===== config.mk =====
export PLATFORM = sky130hd
export DESIGN_NAME = rr_hold_arbiter
export DESIGN_NICKNAME = d
export VERILOG_FILES = /design/src/rtl/rr_hold_arbiter_pkg.sv /design/src/rtl/rr_hold_arbiter_pick.sv /design/src/rtl/rr_hold_arbiter.sv
export SDC_FILE = /design/constraint.sdc
export NUM_CORES = 1
export LEC_CHECK = 0
export CAP_MARGIN = 20
export CORE_MARGIN = 3
export CORE_UTILIZATION = 50
export CTS_BUF_LIST = sky130_fd_sc_hd__clkbuf_4
export CTS_CLUSTER_DIAMETER = 50
export DETAILED_ROUTE_END_ITERATION = 10
export PLACE_DENSITY = 0.88
export RECOVER_POWER = 100
export SLEW_MARGIN = 20
export SYNTH_ARGS = -nofsm -noshare
export SYNTH_HDL_FRONTEND = slang
export SYNTH_HIERARCHICAL = 1
export SYNTH_SLANG_ARGS = --single-unit
export TNS_END_PERCENT = 30

===== constraint.sdc =====
create_clock -name clk -period 1.9 [get_ports clk]
set_input_delay 0.19 -clock clk [delete_from_list [all_inputs] [get_ports clk]]
set_output_delay 0.19 -clock clk [all_outputs]
set_load 0.01 [all_outputs]

===== src/rtl/rr_hold_arbiter_pkg.sv =====
// Shared definitions for the round-robin hold arbiter.
//   state_t  : arbiter FSM states (IDLE = nobody owns the resource,
//              BUSY = one requester owns it).
//   next_idx : wrap-around increment of a requester index, modulo n.
//              This works for any n, including n that is not a power of two.
package arb_pkg;

  typedef enum logic {
    IDLE = 1'b0,
    BUSY = 1'b1
  } state_t;

  function automatic int next_idx(input int idx, input int n);
    return (idx + 1 >= n) ? 0 : idx + 1;
  endfunction

endpackage


===== src/rtl/rr_hold_arbiter_pick.sv =====
// Combinational round-robin picker.
// It finds the first eligible requester, scanning ptr, ptr+1, ... modulo N.
// Ports:
//   request : per-requester request bits
//   ptr     : index that has the highest priority
//   excl    : requesters that may not win (for example, the current owner)
//   result  : one-hot winner, or all zeros
//   index   : winner index, or 0 when valid=0
//   valid   : a winner exists
module rr_pick #(
  parameter  int N   = 4,
  localparam int IDW = (N > 1) ? $clog2(N) : 1
) (
  input  logic [N-1:0]   request,
  input  logic [IDW-1:0] ptr,
  input  logic [N-1:0]   excl,
  output logic [N-1:0]   result,
  output logic [IDW-1:0] index,
  output logic           valid
);

  logic [N-1:0]   eligible;
  logic [2*N-1:0] doubled;
  logic [2*N-1:0] masked;

  // The eligible bits are concatenated twice. Bits below ptr in the low copy
  // are masked off, so the lowest remaining set bit is the first requester at
  // or after ptr. Wrap-around hits are found in the upper copy. Because
  // ptr < N, the upper copy is never masked, so any eligible bit is found.
  always_comb begin
    eligible = request & ~excl;
    doubled  = {eligible, eligible};
    masked   = doubled & ~(((2*N)'(1) << ptr) - (2*N)'(1));
    valid    = |eligible;
    index    = '0;
    result   = '0;
    for (int i = 2*N-1; i >= 0; i--) begin
      if (masked[i]) begin
        index = (i >= N) ? IDW'(i - N) : IDW'(i);
      end
    end
    if (valid) begin
      result = N'(1) << index;
    end
  end

endmodule


===== src/rtl/rr_hold_arbiter.sv =====
// Round-robin arbiter with a hold limit, for N requesters sharing one resource.
// The owner keeps the grant while it keeps requesting. It is pre-empted after
// MAX_HOLD consecutive cycles if another requester is waiting.
// Ports:
//   clk         : clock; all logic is on the rising edge
//   reset       : synchronous, active-high
//   request     : per-requester request levels
//   grant       : registered one-hot grant, or all zeros
//   grant_valid : high when any grant bit is set
//   grant_id    : index of the current owner; 0 when nothing is granted
module rr_hold_arbiter
  import arb_pkg::*;
#(
  parameter  int N        = 4,
  parameter  int MAX_HOLD = 8,
  localparam int IDW      = (N > 1) ? $clog2(N) : 1
) (
  input  logic           clk,
  input  logic           reset,
  input  logic [N-1:0]   request,
  output logic [N-1:0]   grant,
  output logic           grant_valid,
  output logic [IDW-1:0] grant_id
);

  localparam int HCW = $clog2(MAX_HOLD + 1);

  state_t         state_q, state_n;
  logic [IDW-1:0] ptr_q, ptr_n;
  logic [IDW-1:0] owner_q, owner_n;
  logic [HCW-1:0] hold_q, hold_n;
  logic [N-1:0]   grant_q, grant_n;
  logic [IDW-1:0] gid_q, gid_n;

  logic [N-1:0]   owner_mask;
  logic           owner_req;
  logic [N-1:0]   pick_onehot;
  logic [IDW-1:0] pick_idx;
  logic           pick_valid;
  logic           take;

  // While BUSY, the owner is always excluded from the pick. On release its
  // request is already 0, so the same picker covers both release and
  // pre-emption.
  assign owner_mask = (state_q == BUSY) ? (N'(1) << owner_q) : '0;
  assign owner_req  = request[owner_q];

  rr_pick #(.N(N)) u_pick (
    .request (request),
    .ptr     (ptr_q),
    .excl    (owner_mask),
    .result  (pick_onehot),
    .index   (pick_idx),
    .valid   (pick_valid)
  );

  // Next-state logic. Each case only decides whether a new grant happens.
  // A new grant always loads the same values: the winner becomes owner,
  // ptr moves past the winner, and the hold count restarts at 1.
  always_comb begin
    state_n = state_q;
    ptr_n   = ptr_q;
    owner_n = owner_q;
    hold_n  = hold_q;
    grant_n = grant_q;
    gid_n   = gid_q;
    take    = 1'b0;
    case (state_q)
      IDLE: take = pick_valid;
      BUSY: begin
        if (!owner_req) begin
          if (pick_valid) begin
            take = 1'b1;
          end else begin
            state_n = IDLE;
            grant_n = '0;
            gid_n   = '0;
          end
        end else if (hold_q == HCW'(MAX_HOLD)) begin
          take = pick_valid;
        end else begin
          hold_n = hold_q + 1'b1;
        end
      end
    endcase
    if (take) begin
      state_n = BUSY;
      owner_n = pick_idx;
      ptr_n   = IDW'(next_idx(int'(pick_idx), N));
      hold_n  = HCW'(1);
      grant_n = pick_onehot;
      gid_n   = pick_idx;
    end
  end

  // State and output registers. Reset is synchronous.
  always_ff @(posedge clk) begin
    if (reset) begin
      state_q <= IDLE;
      ptr_q   <= '0;
      owner_q <= '0;
      hold_q  <= '0;
      grant_q <= '0;
      gid_q   <= '0;
    end else begin
      state_q <= state_n;
      ptr_q   <= ptr_n;
      owner_q <= owner_n;
      hold_q  <= hold_n;
      grant_q <= grant_n;
      gid_q   <= gid_n;
    end
  end

  assign grant       = grant_q;
  assign grant_valid = |grant_q;
  assign grant_id    = gid_q;

endmodule


==> run_results.csv <==
group,metric,value,unit
global_route,grt_pass1_vias,873,
synthesis,synth-edff-count,0,
cells_and_area,final_layout_size_suffix_gt1_share,23.8,%
power,combPwrFrac,47.9,%
route,wl,2230,um
worst_setup_path,r2r_cells,8,
sta,fin_ws,0.0797,ns
power,netSwitchingFraction,37.4,%
route,via_per_inst,5.81,
floorplan,io_pins,13,
worst_setup_path,cpMaxStageDelayCell,"or4_1",
route,vias,901,
synthesis,synth_fa_ha_area_share,3.94,%
power,power_density,1020,nW/um2
worst_setup_path,critPathCaptureType,"output pin",
clock_tree,clk_path_buf_depth,2,
worst_setup_path,crit_family,"simple AND/OR/NAND/NOR gates",
worst_setup_path,cp-start-kind,"register",
sta,worstMarginPinSlew,0.392,ns
global_route,antenna_found_initial,0,
clock_tree,cts.sinks,15,
synthesis,yosys-top-cells-count,"dfxtp_1 (15), nor2_1 (12), a21oi_1 (6), a22o_1 (6), inv_1 (6)",
power,p_seq_share,36.8,%
worst_setup_path,cp_num_cells,2,
route,first_pass_iters,4,
worst_setup_path,critPathArrivalTime,1.63,ns
synthesis,synth-simple-area-share,27.3,%
floorplan,die_w,49.7,um
synthesis,synth.avg_cell_area,8.91,um2
synthesis,synth_mux_area_share,8.92,%
floorplan,initial_core_util,54.0,%
clock_tree,cts_tree,"built",
synthesis,synth_compound_area_share,23.6,%
clock_tree,clk_pin_slew,0.08,ns
sta,max_freq,0.549,GHz
clock_tree,cts_buffers,3,
cells_and_area,fill_cells,153,
cells_and_area,num_antenna_cells,0,
synthesis,syn-instance-count,107,
worst_setup_path,path_buf_inv,1,
hold_path,whs_path_depth,1,
route,drc,0,
clock_tree,clock_latency,0.28,ns
synthesis,netlist_top_cells_area,"dfxtp_1 (31%), a22o_1 (5.5%), nor2_1 (4.7%)",
floorplan,die_h,49.7,um
place,port_buffers,12,
floorplan,core,1760,um2
synthesis,yosysMostFrequentCell,"dfxtp_1",
sta,fin_setup_tns,0,ns
power,p_int,0.776,mW
cells_and_area,nets,140,
worst_setup_path,worstPathMaxFanout,3,
global_route,grt_start_max_net_pins,10,
power,switchingPower,0.463,mW
sta,finalSetupViolCount,0,
global_route,grt_pass1_wl,3910,um
worst_setup_path,slowest_delay,0.52,ns
route,ant_nets,0,
synthesis,synth_top_cell_area_share,31.5,%
synthesis,syn_area,953,um2
synthesis,synthFlopType,"dfxtp_1",
synthesis,ys_ff_latch,15,
sta,slew_violations,0,
place,post-place-ws,-0.0860,ns
synthesis,ys_async_sr_fraction,0,%
synthesis,synth.distinct_cells,39,
synthesis,synth_top_family_by_area,"simple AND/OR/NAND/NOR gates",
synthesis,yosys.area.top_type,"dfxtp_1",
power,irDropWorstVdd,0.731,mV
sta,fin_skew,0.00329,ns
synthesis,ys_warn_count,6,
route,wl_per_cell,14.4,um
synthesis,ys_seq_area_share,31.5,%
global_route,track_usage,20.7,%
sta,report.final.hold_viol_count,0,
clock_tree,root_buffer,"clkbuf_4",
worst_setup_path,cp_cell_sequence,"or4_1, clkdlybuf4s50_1",
worst_setup_path,critPathRequiredTime,1.71,ns
sta,fin_crit,1.82,ns
run,drv_cap,0,
route,drt_iter0_drc,25,
synthesis,synth_xor_area_share,0,%
floorplan,fp.dieArea,2470,um2
place,dp_hpwl,1720,um
status,outcome,"finished clean",
power,clkPwrFrac,15.3,%
floorplan,rows,15,
worst_setup_path,crit_type,"reg -> out",
place,gp_congestion,0.938,
hold_path,hold_class,"reg -> reg",
clock_tree,cts_max_level,1,
sta,slew_headroom,73.8,%
synthesis,synthesis.nets,116,
cells_and_area,syn2layout_area_growth,27.2,%
sta,min_period_over_period,95.8,%
global_route,grt.overflow.total,0,
power,leakage,0.523,nW
-- flip-flops by register name, indices dropped and copies added, names as in the netlist --
| register | flops |
|---|---|
| state_q | 1 |
| owner_q | 2 |
| grant_id | 2 |
| grant | 4 |
| ptr_q | 2 |
| hold_q | 4 |
-- logic make-up after synthesis --
family,after synthesis
and+or+nand+nor,44
adders and majority gates,3
buffers and inverters,9
DFF,15
AOI/OAI and AO/OA,29
muxes,7
-- placed cells by master (no fill, tap or decap), types with 2 or more instances in the layout --
master,Yosys,layout
o21ai_0,2,2
ha_1,3,3
nand2b_2,0,2
nor2b_1,3,3
a21oi_1,6,5
a211oi_1,2,2
inv_1,6,6
nor2_1,12,12
buf_4,1,10
a22o_1,6,6
nand3_1,5,5
nand2_1,4,4
clkdlybuf4s50_1,0,6
or3b_4,1,2
o211ai_1,3,3
dfxtp_2,0,2
nor3_2,1,2
nand2b_1,5,3
dlygate4sd3_1,0,6
a211o_1,2,2
clkbuf_4,0,4
dfxtp_1,15,13
mux2_2,2,2
mux2i_1,4,4
nor3_1,3,2
nor4b_1,2,2
-- through the flow --
| stage | cells | area, um2 | total power, mW | hold WS [ns] | utilization, % |
|---|---|---|---|---|---|
| after floorplan | 107 | 958 | 0.826 | 0.440 | - |
| after global placement | 150 | 1150 | 1.01 | 0.468 | 65.5 |
| after detailed placement | 150 | 1150 | 1.04 | 0.468 | 65.5 |
| after CTS | 155 | 1190 | 1.23 | 0.487 | 67.6 |
| after global routing | 155 | 1210 | 1.33 | 0.512 | 68.7 |
| final | 155 | 1210 | 1.24 | 0.480 | 68.7 |
-- worst paths after layout --
check               from          end  slack [ns]
min          grant_id[0]  grant_id[0]        0.48
min reg2reg  grant_id[0]  grant_id[0]        0.48
max reg2reg   owner_q[1]     ptr_q[1]        0.11
max             grant[3]  grant_valid        0.08
-- timing repair --
item                       in CTS  in global routing
resized for setup               0                  7
pin swaps                       1                  0
hold buffers                    0                  0
buffers inserted                1                  0
setup endpoints to repair       6                 11
-- layout make-up --
class | instances | area (um2) | area share [%]
clock buffer | 4 | 30.0 | 2.48
inverter | 6 | 22.5 | 1.86
multi-input combinational | 83 | 631 | 52.0
sequential | 15 | 303 | 25.0
tap | 25 | 31.3 | 2.58
timing repair buffer | 22 | 195 | 16.1
-- power by group through the flow --
stage	registers [mW]	clock network, mW	logic (mW)
floorplan	0.445	0	0.380
global placement	0.453	0	0.558
detailed placement	0.460	0	0.576
CTS	0.453	0.194	0.583
global route	0.469	0.211	0.653
finish	0.456	0.190	0.594
-- per-layer routing --
metal  up-vias  share of wire, %  track usage [%]
met5         -                 0                0
met4         0               2.5             7.83
met3         8               5.0             6.95
met2        25                49             35.9
met1       423                43             23.1
li1        445                 -                -
Note: power is estimated with default switching activity, not from simulation.
